File: src/rtl/session_manager.sv
// session_manager: game-session controller (login gate, high-score table, inactivity timeout, logout pulse)
module session_manager #(
    parameter int          NUM_PLAYERS    = 5,
    parameter int          SCORE_W        = 16,
    parameter int unsigned TIMEOUT_CYCLES = 1_500_000_000
) (
    input  logic               Clk,
    input  logic               Reset,
    input  logic               Successful,
    input  logic [4:0]         PlayerID,
    input  logic               LogOutBtn,
    input  logic               StartGame,
    input  logic               Activity,
    input  logic               GameOver,
    input  logic [SCORE_W-1:0] Score,
    output logic               LogOutPulse,
    output logic               GameEnable,
    output logic [4:0]         ActivePlayer,
    output logic [SCORE_W-1:0] HighScore,
    output logic               NewHighScore,
    output logic [2:0]         SessionState
);
    localparam logic [2:0] IDLE    = 3'd0;
    localparam logic [2:0] START   = 3'd1;
    localparam logic [2:0] PLAYING = 3'd2;
    localparam logic [2:0] ENDED   = 3'd3;
    localparam logic [2:0] LOGOUT  = 3'd4;
    localparam logic [2:0] DRAIN   = 3'd5;
    localparam logic [4:0]  ID_LIMIT = 5'(NUM_PLAYERS);
    localparam logic [31:0] TO_LAST  = 32'(TIMEOUT_CYCLES - 1);

    logic [SCORE_W-1:0] hsTable [NUM_PLAYERS];
    logic [2:0]         stateNext;
    logic [4:0]         activeNext;
    logic [SCORE_W-1:0] curScore;
    logic [SCORE_W-1:0] nextScore;
    logic [31:0]        timer;
    logic               timeoutHit;
    logic               playOrEnd;
    logic               clearTimer;
    logic               writeHs;

    assign playOrEnd  = SessionState == PLAYING || SessionState == ENDED;
    assign clearTimer = Activity || StartGame || GameOver;

    // table lookups for the current and the upcoming session owner
    always_comb begin
        curScore  = '0;
        nextScore = '0;
        for (int i = 0; i < NUM_PLAYERS; i++) begin
            if (ActivePlayer == 5'(i)) curScore = hsTable[i];
            if (activeNext == 5'(i)) nextScore = hsTable[i];
        end
    end

    // a finished game is recorded even if logout/timeout wins the transition, but not on a dropped login
    assign writeHs = SessionState == PLAYING && Successful && GameOver && Score > curScore;

    // next state: dropped login first, then logout/timeout, then game events
    always_comb begin
        stateNext = SessionState;
        case (SessionState)
            IDLE:    stateNext = !Successful ? IDLE : (PlayerID < ID_LIMIT) ? START : LOGOUT;
            START:   stateNext = Successful ? PLAYING : IDLE;
            PLAYING: stateNext = !Successful ? IDLE : (LogOutBtn || timeoutHit) ? LOGOUT : GameOver ? ENDED : PLAYING;
            ENDED:   stateNext = !Successful ? IDLE : (LogOutBtn || timeoutHit) ? LOGOUT : StartGame ? PLAYING : ENDED;
            LOGOUT:  stateNext = DRAIN;
            DRAIN:   stateNext = Successful ? DRAIN : IDLE;
            default: stateNext = IDLE;
        endcase
    end

    // session owner is latched on a valid login and released whenever the session returns to IDLE
    assign activeNext = stateNext == IDLE ? 5'd0 : (SessionState == IDLE && stateNext == START) ? PlayerID : ActivePlayer;

    // FSM, registered outputs and inactivity timer
    always_ff @(posedge Clk or negedge Reset) begin
        if (!Reset) begin
            SessionState <= IDLE;
            ActivePlayer <= '0;
            GameEnable   <= 1'b0;
            LogOutPulse  <= 1'b0;
            NewHighScore <= 1'b0;
            HighScore    <= '0;
            timer        <= '0;
            timeoutHit   <= 1'b0;
        end else begin
            SessionState <= stateNext;
            ActivePlayer <= activeNext;
            GameEnable   <= stateNext == PLAYING;
            LogOutPulse  <= stateNext == LOGOUT;
            NewHighScore <= writeHs;
            HighScore    <= stateNext == IDLE ? '0 : writeHs ? Score : nextScore;
            timer        <= !playOrEnd || clearTimer ? '0 : (timer == '1 ? timer : timer + 32'd1);
            timeoutHit   <= playOrEnd && !clearTimer && timer == TO_LAST;
        end
    end

    // high-score table, cleared only by reset so it survives across sessions
    always_ff @(posedge Clk or negedge Reset) begin
        if (!Reset) begin
            for (int i = 0; i < NUM_PLAYERS; i++) hsTable[i] <= '0;
        end else begin
            for (int i = 0; i < NUM_PLAYERS; i++)
                if (writeHs && ActivePlayer == 5'(i)) hsTable[i] <= Score;
        end
    end
endmodule

File: config.mk
export PLATFORM = sky130hd
export DESIGN_NAME = session_manager
export DESIGN_NICKNAME = d
export VERILOG_FILES = /design/src/rtl/session_manager.sv
export SDC_FILE = /design/constraint.sdc
export NUM_CORES = 1
export LEC_CHECK = 0
export BUFFER_PORTS_ARGS = -buffer_cell sky130_fd_sc_hd__buf_2
export CAP_MARGIN = 10
export CORE_AREA = 8 8 125 127
export CTS_CLUSTER_SIZE = 14
export DETAILED_ROUTE_END_ITERATION = 12
export DIE_AREA = 0 0 133 135
export HOLD_SLACK_MARGIN = 0.02
export PLACE_DENSITY = 0.79
export SYNTH_ARGS = -nofsm -noshare
export SYNTH_HDL_FRONTEND = slang
export SYNTH_SLANG_ARGS = --single-unit
export TNS_END_PERCENT = 30
File: constraint.sdc
create_clock -name Clk -period 3.5 [get_ports Clk]
set_input_delay 0.35 -clock Clk [delete_from_list [all_inputs] [get_ports Clk]]
set_output_delay 0.35 -clock Clk [all_outputs]
set_load 0.02 [all_outputs]
# Word level (Yosys, flattened, before mapping)
# Cells that the tools add are included.
# Widths: inputs -> output; s select.
# word_totals
mem_bits_rw	0
mem_bits_ro	0
input_bits	28
mem_count	0
out_inout_bits	27
word_cells	84
regBits	140
latch_bits	0
# op_classes
bitwise	0
n_div	0
order_cmp	2
muxes	27
reduce_logical	22
n_addsub	1
eq_ne	19
shift	0
multipliers	0
# op_table
op	n
$mux 16	12
$mux 32	2
$add 32x1->32 const B	1
$eq 32x31->1 const B	1
$eq 32x32->1 const B	1
$mux 3	7
$eq 5x2->1 const B	4
$pmux 3 s6	1
$gt 16x16->1	1
$logic_and 1x1->1	11
$eq 5x1->1 const B	2
$eq 5x3->1 const B	2
$logic_not 5->1	2
$mux 5	2
$eq 3x2->1 const B	3
$eq 3x3->1 const B	3
$eq 3x1->1 const B	2
$logic_not 3->1	2
$logic_or 1x1->1	5
$lt 5x3->1 const B	1
$logic_not 1->1	2
$mux 1	2
$mux 2	1
$ne 2x2->1 const B	1

# Logic depth before layout (Yosys ltp)
# logic_depth
depth_word	16
depth_mapped	17
depth_no_buf	13

# Worst setup path after synthesis
# Ideal clock, no wire load.
# synth_path
path_kind	reg-to-reg
from	reg ActivePlayer[4]
to	reg hsTable[38] (netlist name)
path_stages_with_launch	18
setup_ns	0.125
slack_ns	-0.289
period_less_slack_ns	3.789
t_arrival_ns	3.664
required_ns	3.375
path_buffers	4
path_cell_list	dfrtp_1 nor3_1 and3_1 clkbuf_1 clkbuf_1 a222oi_1 nand3_1 o21ai_0 ha_1 and4_1 and3_1 o221a_2 o21ai_1 inv_2 and2_1 clkbuf_1 buf_2 mux2_2
# synth_via
elab_chain_cells	9
elab_cells_between_ends	13
cone_classes	1 x order compare; 4 x eq/ne; 5 x mux; 3 x reduce/logical
# synth_lines
element	line_no	source
start: declaration	18	output logic [4:0] ActivePlayer,
start signal: assignment	89	ActivePlayer <= activeNext;
$logic_not 5->1	51	if (ActivePlayer == 5'(i)) curScore = hsTable[i];
$mux 16 (4 in series)	51	
$mux 16 *	51	
$gt 16x16->1 *	57	assign writeHs = SessionState == PLAYING && Successful && GameOver && Score > curScore;
$logic_and 1x1->1 *	57	
net writeHs	41	logic writeHs;
$logic_and 1x1->1 *	105	if (writeHs && ActivePlayer == 5'(i)) hsTable[i] <= Score;
end signal: indexed assignment	105	
end: declaration	32	logic [SCORE_W-1:0] hsTable [NUM_PLAYERS];
# The timed path passes the listed nets; every way through them passes the cells marked *.
# A chain may end at the register's enable or synchronous reset.

# Worst setup path in the final report
# layout_path
from	reg ActivePlayer[4]
to	reg hsTable[29] (netlist name)
# The elaborated chain is that of the path after synthesis.

==> flow_metrics.py <==
metrics = {
    "global_route": {
        "grt_antenna_before_repair": 1,
        "overflow": 0,
        "grt_max_degree": 92,
        "grt_use_total_pct": 22.1,
        "grt_pass1_wl_mm": 31.8,
        "grt_pass1_vias": 6260,
    },
    "die": {
        "io-pin-count": 55,
        "initial_core_util_pct": 53.6,
        "rows": 43,
        "core_area_um2": 13600,
        "die_area_um2": 18000,
        "die_h_um": 135,
        "die_x_um": 133,
    },
    "detailed_routing": {
        "dr.pass1.iters": 11,
        "wl_mm": 19.7,
        "vias_per_cell": 6.65,
        "vias": 6257,
        "wl_per_cell_um": 21.0,
        "dr.first_iter.drc_count": 1201,
        "ant_nets": 0,
        "drcViolationCount": 0,
    },
    "setup_path": {
        "crit_top_cell": "and3_1",
        "cpMaxStageDelayCell": "a222oi_1",
        "cp.required_ns": 3.81,
        "path_buf_inv": 3,
        "rrSetupSlack_ns": 0.02,
        "reg2reg_depth": 15,
        "cp_max_fo": 18,
        "cp_top_family": "simple AND/OR/NAND/NOR gates",
        "r2r_end": "hsTable[29]$_DFFE_PN0P_",
        "cp_cell_sequence": "nor2_1 > and3_1 > buf_12 > a222oi_1 > nand3_1 > o21ai_1 > ha_1 > and4_1 > and3_1 > a21oi_1 > o21ai_2 > inv_2 > and2_4 > buf_4 > mux2_2",
        "crit_type": "reg -> reg",
        "cp-start-kind": "register",
        "cp-end-kind": "register",
        "arrival_ns": 3.79,
        "worstReg2RegStart": "ActivePlayer[4]$_DFF_PN0_",
        "crit_path_max_incr_delay_ns": 0.43,
    },
    "cells_and_area": {
        "final_common_cell": "dfrtp_1",
        "nets": 793,
        "drive_above_1_share_pct": 28.3,
        "areaGrowthSynthToFinish_pct": 18.9,
        "layout_common_cells": "dfrtp_1, mux2_2, buf_2",
        "nFillCells": 992,
    },
    "synthesis": {
        "synth_nets": 732,
        "syn_area_per_cell_um2": 10.6,
        "seq_area_frac_synth_pct": 48.0,
        "synth_edf_count": 0,
        "yosys.cell_types.count": 58,
        "yosysWarningCount": 0,
        "async_flop_share_pct": 100,
        "synth_top_flop_cell": "dfrtp_1",
        "synth-seq-cells": 140,
        "netlist_area_um2": 7300,
        "syn_inst": 687,
    },
    "clock_tree": {
        "numCtsBuffers": 17,
        "cts_buffer_depth": 2,
        "post_cts_hold_buffer_count": 0,
        "clk_pin_slew_worst_paths_ns": 0.06,
        "cts_tree": "yes",
        "worstSkewPairLatency_ns": 0.43,
        "cts-root-buf": "clkbuf_16",
        "htreeDepth": 4,
        "cts.sinks": 140,
    },
    "timing": {
        "post-route-min-period_ns": 3.48,
        "tightest_slew_ns": 1.22,
        "holdWs_ns": -0.0187,
        "max_slew_margin_pct": 18.5,
        "fin_crit_sh_pct": 99.5,
        "setup_violations": 0,
        "rsz0062_at_grt": "true",
        "skew_ns": 0.00831,
        "slew_violations": 0,
        "fmax_ghz": 0.287,
        "final_hold_viol_count": 11,
    },
    "outcome": {
        "outcome": "complete, but fails checks",
        "violations": "negative hold slack",
    },
    "run": {
        "drv_cap": 0,
    },
    "pwr": {
        "p_sw_w": 0.00159,
        "sequentialPowerShare_pct": 35.5,
        "powerDensity_nw_per_um2": 634,
        "power_frac_comb_pct": 25.2,
        "pwr-share-clk_pct": 39.3,
        "p_leak_nw": 3.96,
        "power.total_w": 0.00551,
        "switching_share_pct": 28.8,
        "p_int_w": 0.00392,
        "peakVddDrop_v": 0.000367,
    },
    "placed_design": {
        "gp_congestion": 0.870,
        "dp_hpwl_mm": 12.4,
        "port_buffers": 54,
    },
    "min_path": {
        "hold_class": "in -> async",
    },
}
## cells in the mapped netlist, types with 2 or more instances
cell type / n / area, µm²
dfrtp_1: 140 / 3500
buf_6: 2 / 22.5
a21boi_1: 2 / 15.0
a32o_1: 2 / 20.0
ha_1: 17 / 213
and2_1: 6 / 37.5
nor4_1: 11 / 68.8
nor3b_1: 4 / 30.0
nor3_1: 21 / 105
buf_2: 11 / 55.1
nor2b_1: 2 / 12.5
a222oi_1: 31 / 310
a31oi_1: 17 / 106
a21oi_1: 14 / 70.1
o211ai_1: 2 / 15.0
a21o_1: 2 / 15.0
and2b_1: 2 / 15.0
nand2_1: 50 / 188
xor2_1: 11 / 96.3
nor2_1: 51 / 191
and3_1: 12 / 75.1
nand2b_1: 4 / 25.0
xnor2_1: 15 / 131
a211o_1: 14 / 123
or3_1: 4 / 25.0
inv_1: 9 / 33.8
nor4b_4: 2 / 47.6
clkbuf_1: 26 / 97.6
or4_1: 2 / 15.0
mux2_2: 80 / 901
o21ai_0: 42 / 210
and4_1: 3 / 26.3
nor4b_1: 3 / 26.3
mux2i_1: 3 / 30.0
nand3_1: 39 / 195
nand4_1: 9 / 56.3
## flip-flops by register name, indices dropped and copies added (netlist names)
name          count
ActivePlayer      5
NewHighScore      1
SessionState      3
timeoutHit        1
timer            32
HighScore        16
GameEnable        1
hsTable          80
LogOutPulse       1
## final cells by class
| class | count | area, µm² | area share [%] |
|---|---|---|---|
| timing repair buffer | 82 | 576 | 6.63 |
| inverter | 10 | 37.5 | 0.432 |
| antenna | 1 | 2.50 | 0.0288 |
| clock inverter | 12 | 267 | 3.07 |
| multi-input combinational | 497 | 3620 | 41.7 |
| sequential | 140 | 3510 | 40.4 |
| clock buffer | 19 | 443 | 5.10 |
| tap | 180 | 225 | 2.59 |
## worst max-delay path by stage
stage,slack [ns],depth (start not counted),end,start
finish,0.02,15,hsTable[29]$_DFFE_PN0P_,ActivePlayer[4]$_DFF_PN0_
global route,-0.23,15,hsTable[39]$_DFFE_PN0P_,ActivePlayer[2]$_DFF_PN0_
global placement,0.18,14,HighScore[9]$_DFF_PN0_,ActivePlayer[4]$_DFF_PN0_
CTS,0.03,14,HighScore[9]$_DFF_PN0_,ActivePlayer[4]$_DFF_PN0_
floorplan,-0.03,16,hsTable[53]$_DFFE_PN0P_,ActivePlayer[4]$_DFF_PN0_
detailed placement,0.08,14,HighScore[9]$_DFF_PN0_,ActivePlayer[4]$_DFF_PN0_
## power groups by stage
| stage | combinational, W | clock [W] | sequential, W |
|---|---|---|---|
| floorplan | 0.000830 | 0 | 0.00204 |
| global placement | 0.00130 | 0 | 0.00196 |
| detailed placement | 0.00133 | 0 | 0.00197 |
| CTS | 0.00135 | 0.00219 | 0.00195 |
| global route | 0.00151 | 0.00226 | 0.00198 |
| finish | 0.00139 | 0.00216 | 0.00196 |
## per-stage QoR
step / worst slack, ns / cells / setup TNS, ns / utilization, % / cell area (µm²)
finish: 0.0160 / 941 / 0 / 63.8 / 8680
global route: -0.229 / 941 / -16.58 / 63.8 / 8680
CTS: 0.0331 / 938 / 0 / 63.2 / 8600
detailed placement: 0.0786 / 907 / 0 / 58.0 / 7890
global placement: 0.176 / 907 / 0 / 58.0 / 7890
floorplan: -0.0345 / 687 / -0.689 / - / 7330
## per-layer routing
| metal | routed length, µm | GRT usage [%] | vias to the layer above | part of all wire (%) |
|---|---|---|---|---|
| met2 | 9020 | 34.0 | 420 | 46 |
| met4 | 736 | 12.2 | 0 | 3.7 |
| met3 | 2040 | 6.35 | 87 | 10 |
| met1 | 7920 | 27.5 | 3046 | 40 |
| met5 | 0 | 0 | - | 0 |
| li1 | - | - | 2704 | - |
## repair_timing
item / in CTS / in global routing
gates resized for setup: 0 / 23
endpoints found under the setup margin: 0 / 90
setup buffers: 0 / 1
## cells by family after synthesis
| group | synth area share [%] |
|---|---|
| compound gates | 14.2 |
| fa+ha+maj | 2.91 |
| xor+xnor | 3.12 |
| simple gates | 16.1 |
| buf+inv | 2.96 |
| flops | 48.0 |
| mux | 12.7 |
(Power assumes the default switching activity.)
